## config.mk

```make
export PLATFORM = sky130hd
export DESIGN_NAME = uart_transmitter_cfg
export DESIGN_NICKNAME = d
export VERILOG_FILES = /design/src/rtl/uart_pkg.sv /design/src/rtl/uart_tx_fifo.sv /design/src/rtl/uart_transmitter_cfg.sv
export SDC_FILE = /design/constraint.sdc
export NUM_CORES = 1
export LEC_CHECK = 0
export CAP_MARGIN = 20
export CORE_ASPECT_RATIO = 0.6
export CORE_MARGIN = 2
export CORE_UTILIZATION = 28
export CTS_BUF_LIST = sky130_fd_sc_hd__clkbuf_16
export DETAILED_ROUTE_END_ITERATION = 6
export GPL_ROUTABILITY_DRIVEN = 1
export PLACE_DENSITY = 0.55
export SLEW_MARGIN = 10
export SYNTH_ARGS = -nofsm -noshare
export SYNTH_HDL_FRONTEND = slang
export SYNTH_SLANG_ARGS = --single-unit
```

## constraint.sdc

```tcl
create_clock -name uart_samplig_clk -period 1.5 [get_ports uart_samplig_clk]
set_clock_uncertainty 0.05 [all_clocks]
set_input_delay 0.15 -clock uart_samplig_clk [delete_from_list [all_inputs] [get_ports uart_samplig_clk]]
set_output_delay 0.15 -clock uart_samplig_clk [all_outputs]
set_load 0.02 [all_outputs]
```

## src/rtl/uart_pkg.sv

```systemverilog
// Shared definitions for the UART transmitter: FSM state encoding and parity modes.
package uart_pkg;

    typedef enum logic [2:0] {
        IDLE   = 3'd0,
        START  = 3'd1,
        DATA   = 3'd2,
        PARITY = 3'd3,
        STOP   = 3'd4
    } uart_state_t;

    localparam int unsigned PARITY_NONE = 0;
    localparam int unsigned PARITY_EVEN = 1;
    localparam int unsigned PARITY_ODD  = 2;

endpackage

```

## src/rtl/uart_tx_fifo.sv

```systemverilog
// Small synchronous FIFO buffering words ahead of the UART transmitter.
// Push when full and pop when empty are ignored; dout shows the oldest entry.
module uart_tx_fifo
    import uart_pkg::*;
#(
    parameter int unsigned WIDTH = 8,
    parameter int unsigned DEPTH = 4
) (
    input  logic             clk,
    input  logic             reset,
    input  logic             push,
    input  logic [WIDTH-1:0] din,
    input  logic             pop,
    output logic [WIDTH-1:0] dout,
    output logic             full,
    output logic             empty
);

    localparam int unsigned AW = (DEPTH > 1) ? $clog2(DEPTH) : 1;
    localparam int unsigned CW = $clog2(DEPTH + 1);

    logic [WIDTH-1:0] mem [DEPTH];
    logic [AW-1:0]    wr_ptr;
    logic [AW-1:0]    rd_ptr;
    logic [CW-1:0]    count;
    logic             do_push;
    logic             do_pop;

    function automatic logic [AW-1:0] ptr_inc(input logic [AW-1:0] p);
        return (p == AW'(DEPTH - 1)) ? '0 : p + 1'b1;
    endfunction

    assign full    = (count == CW'(DEPTH));
    assign empty   = (count == '0);
    assign do_push = push && !full;
    assign do_pop  = pop && !empty;
    assign dout    = mem[rd_ptr];

    always_ff @(posedge clk) begin
        if (do_push) begin
            mem[wr_ptr] <= din;
        end
    end

    always_ff @(posedge clk) begin
        if (reset) begin
            wr_ptr <= '0;
            rd_ptr <= '0;
            count  <= '0;
        end else begin
            if (do_push) begin
                wr_ptr <= ptr_inc(wr_ptr);
            end
            if (do_pop) begin
                rd_ptr <= ptr_inc(rd_ptr);
            end
            case ({do_push, do_pop})
                2'b10:   count <= count + 1'b1;
                2'b01:   count <= count - 1'b1;
                default: count <= count;
            endcase
        end
    end

endmodule

```

## src/rtl/uart_transmitter_cfg.sv

```systemverilog
// Configurable UART transmitter: start bit, LSB-first payload, optional parity, 1 or 2 stop bits.
// Define UART_TX_FIFO_EN to buffer words in a 4-entry FIFO instead of a single holding register.
module uart_transmitter_cfg
    import uart_pkg::*;
#(
    parameter int unsigned DATA_BITS   = 8,
    parameter int unsigned OVERSAMPLE  = 16,
    parameter int unsigned STOP_BITS   = 1,
    parameter int unsigned PARITY_MODE = 0
) (
    input  logic                 uart_samplig_clk,
    input  logic                 reset,
    input  logic                 valid,
    output logic                 ready,
    input  logic [DATA_BITS-1:0] data_to_xmit,
    output logic                 RsTx,
    output logic                 busy
);

    localparam int unsigned BW = $clog2(DATA_BITS);
    localparam int unsigned TW = $clog2(OVERSAMPLE);
    localparam logic [TW-1:0] TICK_LAST = TW'(OVERSAMPLE - 1);
    localparam logic [BW-1:0] BIT_LAST  = BW'(DATA_BITS - 1);
    localparam logic [BW-1:0] STOP_LAST = BW'(STOP_BITS - 1);

    uart_state_t          state_q, state_d;
    logic [TW-1:0]        tick_q, tick_d;
    logic [BW-1:0]        bit_q, bit_d;
    logic [DATA_BITS-1:0] shreg_q, shreg_d;
    logic                 parity_q, parity_d;
    logic                 tx_q, tx_d;
    logic                 last_tick;
    logic                 load;
    logic                 word_avail;
    logic [DATA_BITS-1:0] load_data;

    assign last_tick = (tick_q == TICK_LAST);

`ifdef UART_TX_FIFO_EN
    logic                 load_slot;
    logic                 fifo_full;
    logic                 fifo_empty;
    logic                 fifo_push;
    logic                 fifo_pop;
    logic                 bypass;
    logic [DATA_BITS-1:0] fifo_dout;

    // A word offered while the FIFO is empty at a load slot goes straight to the
    // shifter, so an idle line starts the frame on the very next edge.
    assign load_slot  = (state_q == IDLE) ||
                        ((state_q == STOP) && last_tick && (bit_q == STOP_LAST));
    assign ready      = !fifo_full;
    assign bypass     = load_slot && fifo_empty;
    assign fifo_pop   = load_slot && !fifo_empty;
    assign fifo_push  = valid && ready && !bypass;
    assign word_avail = !fifo_empty || (valid && ready);
    assign load_data  = fifo_empty ? data_to_xmit : fifo_dout;
    assign busy       = (state_q != IDLE) || !fifo_empty;

    uart_tx_fifo #(
        .WIDTH(DATA_BITS),
        .DEPTH(4)
    ) u_fifo (
        .clk  (uart_samplig_clk),
        .reset(reset),
        .push (fifo_push),
        .din  (data_to_xmit),
        .pop  (fifo_pop),
        .dout (fifo_dout),
        .full (fifo_full),
        .empty(fifo_empty)
    );
`else
    assign ready      = (state_q == IDLE);
    assign word_avail = valid && ready;
    assign load_data  = data_to_xmit;
    assign busy       = (state_q != IDLE);
`endif

    always_ff @(posedge uart_samplig_clk) begin
        if (reset) begin
            state_q  <= IDLE;
            tick_q   <= '0;
            bit_q    <= '0;
            shreg_q  <= '0;
            parity_q <= 1'b0;
            tx_q     <= 1'b1;
        end else begin
            state_q  <= state_d;
            tick_q   <= tick_d;
            bit_q    <= bit_d;
            shreg_q  <= shreg_d;
            parity_q <= parity_d;
            tx_q     <= tx_d;
        end
    end

    always_comb begin
        state_d  = state_q;
        tick_d   = ((state_q == IDLE) || last_tick) ? '0 : tick_q + 1'b1;
        bit_d    = bit_q;
        shreg_d  = shreg_q;
        parity_d = parity_q;
        load     = 1'b0;
        tx_d     = 1'b1;

        case (state_q)
            IDLE: begin
                if (word_avail) begin
                    load = 1'b1;
                end
            end
            START: begin
                if (last_tick) begin
                    state_d = DATA;
                    bit_d   = '0;
                end
            end
            DATA: begin
                if (last_tick) begin
                    shreg_d = shreg_q >> 1;
                    if (bit_q == BIT_LAST) begin
                        bit_d   = '0;
                        state_d = (PARITY_MODE != PARITY_NONE) ? PARITY : STOP;
                    end else begin
                        bit_d = bit_q + 1'b1;
                    end
                end
            end
            PARITY: begin
                if (last_tick) begin
                    state_d = STOP;
                    bit_d   = '0;
                end
            end
            STOP: begin
                if (last_tick) begin
                    if (bit_q == STOP_LAST) begin
                        bit_d = '0;
                        if (word_avail) begin
                            load = 1'b1;
                        end else begin
                            state_d = IDLE;
                        end
                    end else begin
                        bit_d = bit_q + 1'b1;
                    end
                end
            end
            default: state_d = IDLE;
        endcase

        if (load) begin
            state_d  = START;
            tick_d   = '0;
            bit_d    = '0;
            shreg_d  = load_data;
            parity_d = (PARITY_MODE == PARITY_ODD) ? ~(^load_data) : ^load_data;
        end

        // The line register is loaded from the next state so it changes on the same edge as the FSM.
        case (state_d)
            START:   tx_d = 1'b0;
            DATA:    tx_d = shreg_d[0];
            PARITY:  tx_d = parity_d;
            default: tx_d = 1'b1;
        endcase
    end

    assign RsTx = tx_q;

endmodule

```

==> results of run 1 <==
==> how the worst min path moves through the flow <==
stage                       to  depth (start not counted)       start
finish              shreg_q[7]                          2  shreg_q[7]
global route        shreg_q[7]                          2  shreg_q[7]
CTS                 shreg_q[7]                          2  shreg_q[7]
detailed placement  shreg_q[7]                          2  shreg_q[7]
global placement    shreg_q[7]                          2  shreg_q[7]
floorplan             parity_q                          1       reset
==> cell usage after synthesis <==
library cell and n:
dfxtp_1 20, nor2_1 19, a211oi_1 8, xnor2_1 8
mux2i_1 7, nand3_1 5, ha_1 4, inv_1 4
nand2_1 4, a21oi_1 3, a31oi_1 3, buf_2 3
nor3_1 3, and3_1 2, nand2b_1 2, nand4_1 2
nor2b_1 2, o21ai_0 2, or3_1 2, a211oi_2 1
a22oi_2 1, a41o_1 1, and2_2 1, buf_6 1
clkbuf_1 1, nand2_2 1, nand3_4 1, nor3_4 1
nor3b_1 1, o2111ai_1 1, o21a_1 1, o22ai_1 1
o311ai_2 1, or2b_1 1, xor2_1 1
==> worst max-delay path, delay by kind of cell (launching register included) <==
family / cells / cell delay, ns
AOI/OAI and AO/OA: 4 / 0.62
adders and majority gates: 2 / 0.36
DFF: 1 / 0.32
==> logic make-up after synthesis <==
group                      count (synthesis)
and+or+nand+nor                           47
muxes                                      7
xor gates and xnor gates                   9
buffers and inverters                      9
DFF                                       20
AOI/OAI and AO/OA                         23
adders and majority gates                  4
==> layout make-up <==
class | count | area [µm²] | area share
Timing Repair Buffer | 32 | 270 | 0.172
Tap cell | 47 | 58.8 | 0.0375
Clock inverter | 1 | 3.75 | 0.00239
Multi-Input combinational cell | 91 | 744 | 0.474
Inverter | 4 | 15.0 | 0.00956
Clock buffer | 3 | 75.1 | 0.0478
Sequential cell | 20 | 403 | 0.257
==> per-stage QoR <==
| step | setup TNS, ns | setup slack [ns] | total power (µW) |
|---|---|---|---|
| 4_1_cts | 0 | 0.00132 | 1380 |
| 5_1_grt | -0.0457 | -0.0442 | 1440 |
| 6_report | 0 | 0.0277 | 1370 |
| 3_3_place_gp | -0.445 | -0.0698 | 796 |
| 3_5_place_dp | -1.04 | -0.145 | 800 |
| 2_1_floorplan | 0 | 0.0170 | 702 |
==> per-layer routing <==
metal / vias up / wire length, µm / track usage
met5: - / 0 / 0
met1: 456 / 1440 / 0.196
met2: 11 / 1120 / 0.196
li1: 493 / - / -
met3: 5 / 98 / 0.0429
met4: 0 / 52 / 0.0645
==> report_power, final <==
part	switching, µW	internal (µW)	leakage, µW
clock	208	356	0.0000385
combinational	113	115	0.000411
sequential	19.6	561	0.000165
total	341	1030	0.000615
==> sequential cells by signal, summed over array words and instances, names as in the netlist <==
register  cells
shreg_q       8
state_q       3
bit_q         3
RsTx          1
tick_q        4
parity_q      1
==> timing repair <==
action,4_1_cts,5_1_grt
cloned,1,0
setup endpoints to repair,11,18
pin swaps,6,8
resized for setup,15,16
setup buffers,1,0
==> metrics.txt, run 1 <==
hold_buf cts 0; placed insts 192; register-to-register setup slack 0.03 ns; power density cells 874 nW/µm²; Arr. time, crit path 1.55 ns; placed cell areas about 1400 µm²; Sinks on Clock Net 20; largest family of logic cells by synthesized area simple AND/OR/NAND/NOR gates; Seq/Total Area, Yosys 0.373; Synth Instances roughly 120; H-tree lvl count 1; Site Rows 17; clock latency on the worst-skew pair 0.26 ns; clock root buffer clkbuf_16; GRT Residual Overflow 0; final net count approximately 170; minimum clock period roughly 1.5 ns; I/O Pins 14; Tcrit/Tclk final 0.982; critical path endpoint RsTx; Synth Area in Compound Gates 0.166; die area 4360 µm²; Clock Path Buffers 2; Setup Crit Path Kind reg2reg; hpwl dp between 1500 and 2000 µm; vias in the first global route 885; largest net degree at the start of global routing 17; ranking of synthesized cells by area dfxtp_1 (37%), nor2_1 (6.6%), mux2i_1 (6.5%); final hold vios 0; worst path cell trace ha_2, ha_4, o2111ai_4, a22oi_2, a211oi_2, o311ai_2; overall routing resource usage 0.140; final core utilization 0.427; commonest cells after routing, fill and taps aside dfxtp_1 (18), nor2_1 (17), buf_4 (17); drt first pass iters 4; worst hold path class reg2reg; CP startpoint bit_q[0]; CTS tree done; syn nets 134; Routed Antenna Nets 0; max cap viols 0; GPL Wtd Cong 0.853; most common cell after layout, fill and taps aside dfxtp_1; worst r2r src bit_q[0]; Peak supply drop approximately 0.00056 V; XOR/XNOR Fraction of Synth Area 0.0734; fraction of layout cells with a size suffix above 1 0.318; critical path fanouts, max 2; Distinct cells, synth 35; total number of vias 965; CP max-delay cell dfxtp_2; Setup crit end kind flip-flop; initial antenna violation count 0; Slew Limit Fails 0; die span in x around 84 µm; ant diodes 0; final setup fails 0; cts bufs inserted 3; drt drc 0; Slew headroom 0.809; Yosys top cell area share 0.373; Adder-Cell Fraction of Synth Area 0.0466; multiplexer share of the synthesized area 0.0653; Reg clk slew, reported paths around 0.06 ns; post-synth top area cell dfxtp_1; Tightest Pin Transition 0.285 ns; fillers approximately 350; WL/cell 13.7 µm; DRT iter0 DRCs 30; Startpoint Class flip-flop; Via density roughly 4.9; Leak 0.000615 µW; r2r endpoint RsTx; Synth Warn # 0; slowest stage delay, CP between 0.3 and 0.4 ns; RSZ-0062 raised after global routing true; Worst Path Required 1.58 ns; Final Cell Area 1570 µm²; simple logic cell fraction of the synthesized area 0.234; Port Buffers 13; Initial Util 0.292; Die Span Y ~52 µm; Avg Inst Size Synth 9.02 µm²; status complete, no violations; FF-to-FF path depth 6; f_max between 0.6 and 0.7 GHz; area delta synth->final 46.3%; post-route insts no fill 198; core outline area ~3700 µm²; register bit total from synthesis 20; Final Routed Wirelength between 2000 and 3000 µm; first-pass GRT wire length between 4000 and 5000 µm; Hold Slack 0.422 ns; Post-Syn Area 1070 µm²
Power figures use the tool's default switching activity.
==> run 2: changes to the inputs <==
Settings changed: CORE_ASPECT_RATIO 0.6 to default, SETUP_SLACK_MARGIN from default to 0.15.
==> run 2 against run 1 <==
Cell count down 2.0%. Critical endpoint unchanged. Highest routed layer unchanged. Cell area up 3.0%. Sequential cell count unchanged.
==> metrics.txt, run 2 (synthesis results as in run 1) <==
Die Span Y 65.9 µm; Setup crit end kind flip-flop; setup slack after layout 0.0254 ns; drt first pass iters 4; Final Cell Area 1620 µm²; commonest cells after routing, fill and taps aside nor2_1 (18), dfxtp_1 (11), clkdlybuf4s50_1 (10), buf_4 (10), dfxtp_2 (9); Final Routed Wirelength 2570 µm; Worst Path Required 1.58 ns; GRT met3 Usage 0.0375; max cap viols 0; initial antenna violation count 0; Arr. time, crit path 1.55 ns; f_max 0.678 GHz; Initial Util 0.293; Tightest Pin Transition around 0.34 ns; Via density 4.91; total number of vias 952; Sinks on Clock Net 20; DRT iter0 DRCs 43; Net Sw Power 311 µW; GRT Residual Overflow 0; GR Layer Usage met1 0.143; worst hold path class reg2reg; overall routing resource usage 0.127; cts bufs inserted 3; drt drc 0; vias in the first global route between 900 and 1,000; Routed Antenna Nets 0; Port Buffers 13; Slew Limit Fails 0; die span in x 65.9 µm; Largest Register shreg_q; first-pass GRT wire length 4160 µm; Tcrit/Tclk final 0.983; die area 4350 µm²; Place WS -0.0138 ns; WL/cell 13.2 µm; Site Rows 22; GRT busiest layer met2; final setup fails 0; Slew headroom 0.772; Setup Crit Path Kind reg2reg; most common cell after layout, fill and taps aside nor2_1; core outline area 3660 µm²; max FFs per register 8; status complete, no violations; critical path fanouts, max 3; Global Route met2 Usage 0.223; placed cell areas around 1300 µm²; Net Sw Frac 0.235; clock root buffer clkbuf_16; Peak supply drop just over 0.0006 V; Sequential Power Share 0.442; GPL Wtd Cong 0.829; largest net degree at the start of global routing 17; biggest regs shreg_q: 8 flops, tick_q: 4 flops; H-tree lvl count 1; fraction of layout cells with a size suffix above 1 0.397; CTS tree done; Leak 0.000608 µW; area delta synth->final 50.7%; Reg clk slew, reported paths 0.05 ns; RSZ-0062 raised after global routing true; clock latency on the worst-skew pair 0.25 ns; logic gate share of total power 0.150; Startpoint Class flip-flop; I/O Pins 14; final net count 163; ant diodes 0; Clock Path Buffers 2; Int Pwr 1010 µW; minimum clock period 1.47 ns; final hold vios 0; hpwl dp about 1700 µm; Clk pwr share 0.409; power density cells 819 nW/µm²; PnR Total Power approximately 1300 µW
## run 2: cell count changes in the layout (fill, tap and decap cells not counted), moves of 2 or more
cell / delta
buf_4: -7
dfxtp_1: -7
dfxtp_2: +7
ha_4: +3
a21oi_1: -2
a21oi_2: +2
and3_4: +2
buf_6: +2
ha_2: -2
## run 2: routing by layer
layer | wire [µm] | vias to the layer above
met1 | 1100 | 437
met2 | 1320 | 21
met5 | 0 | -
li1 | - | 490
met4 | 32 | 0
met3 | 119 | 4
## run 2: worst max-delay path, stage by stage, from the launching register on
cell and delay [ns]:
dfxtp_2 0.34, ha_4 0.16, ha_4 0.16, o2111ai_4 0.22
a22oi_2 0.14, a211oi_2 0.18, o311ai_2 0.09
## run 2: power groups by stage
| stage | Combinational, µW | Sequential, µW | Clock [µW] |
|---|---|---|---|
| floorplan | 115 | 591 | 0 |
| global placement | 186 | 594 | 0 |
| detailed placement | 189 | 594 | 0 |
| CTS | 193 | 584 | 559 |
| global route | 218 | 590 | 580 |
| finish | 198 | 585 | 541 |
## run 2: final cells by class
type                       count  area [µm²]
fill                         358        2040
inverter                       4        15.0
clock buffer                   3        75.1
sequential                    20         412
multi-input combinational     92         817
timing repair buffer          27         239
tap                           48        60.1
## run 2: path summary, 6_finish.rpt
check / start / endpoint / slack, ns / cells past startpoint
worst max register to register: bit_q[1] / RsTx / 0.03 / 6
worst min register to register: shreg_q[7] / shreg_q[7] / 0.41 / 2
worst max-delay path: bit_q[1] / RsTx / 0.03 / 6
worst min-delay path: shreg_q[7] / shreg_q[7] / 0.41 / 2
## run 2: timing repair
item / CTS / global route
hold buffers: 0 / 0
gates cloned: 2 / 0
pin swaps: 9 / 8
resized for setup: 16 / 28
setup endpoints to repair: 19 / 20
buffers inserted: 4 / 1
## run 2: stage by stage
stage	setup TNS (ns)	util	hold WS, ns	cells
floorplan	0	-	0.173	119
global placement	0	0.365	0.377	184
detailed placement	-0.0138	0.365	0.389	184
CTS	0	0.413	0.426	193
global route	-0.0154	0.442	0.447	194
finish	0	0.442	0.414	194
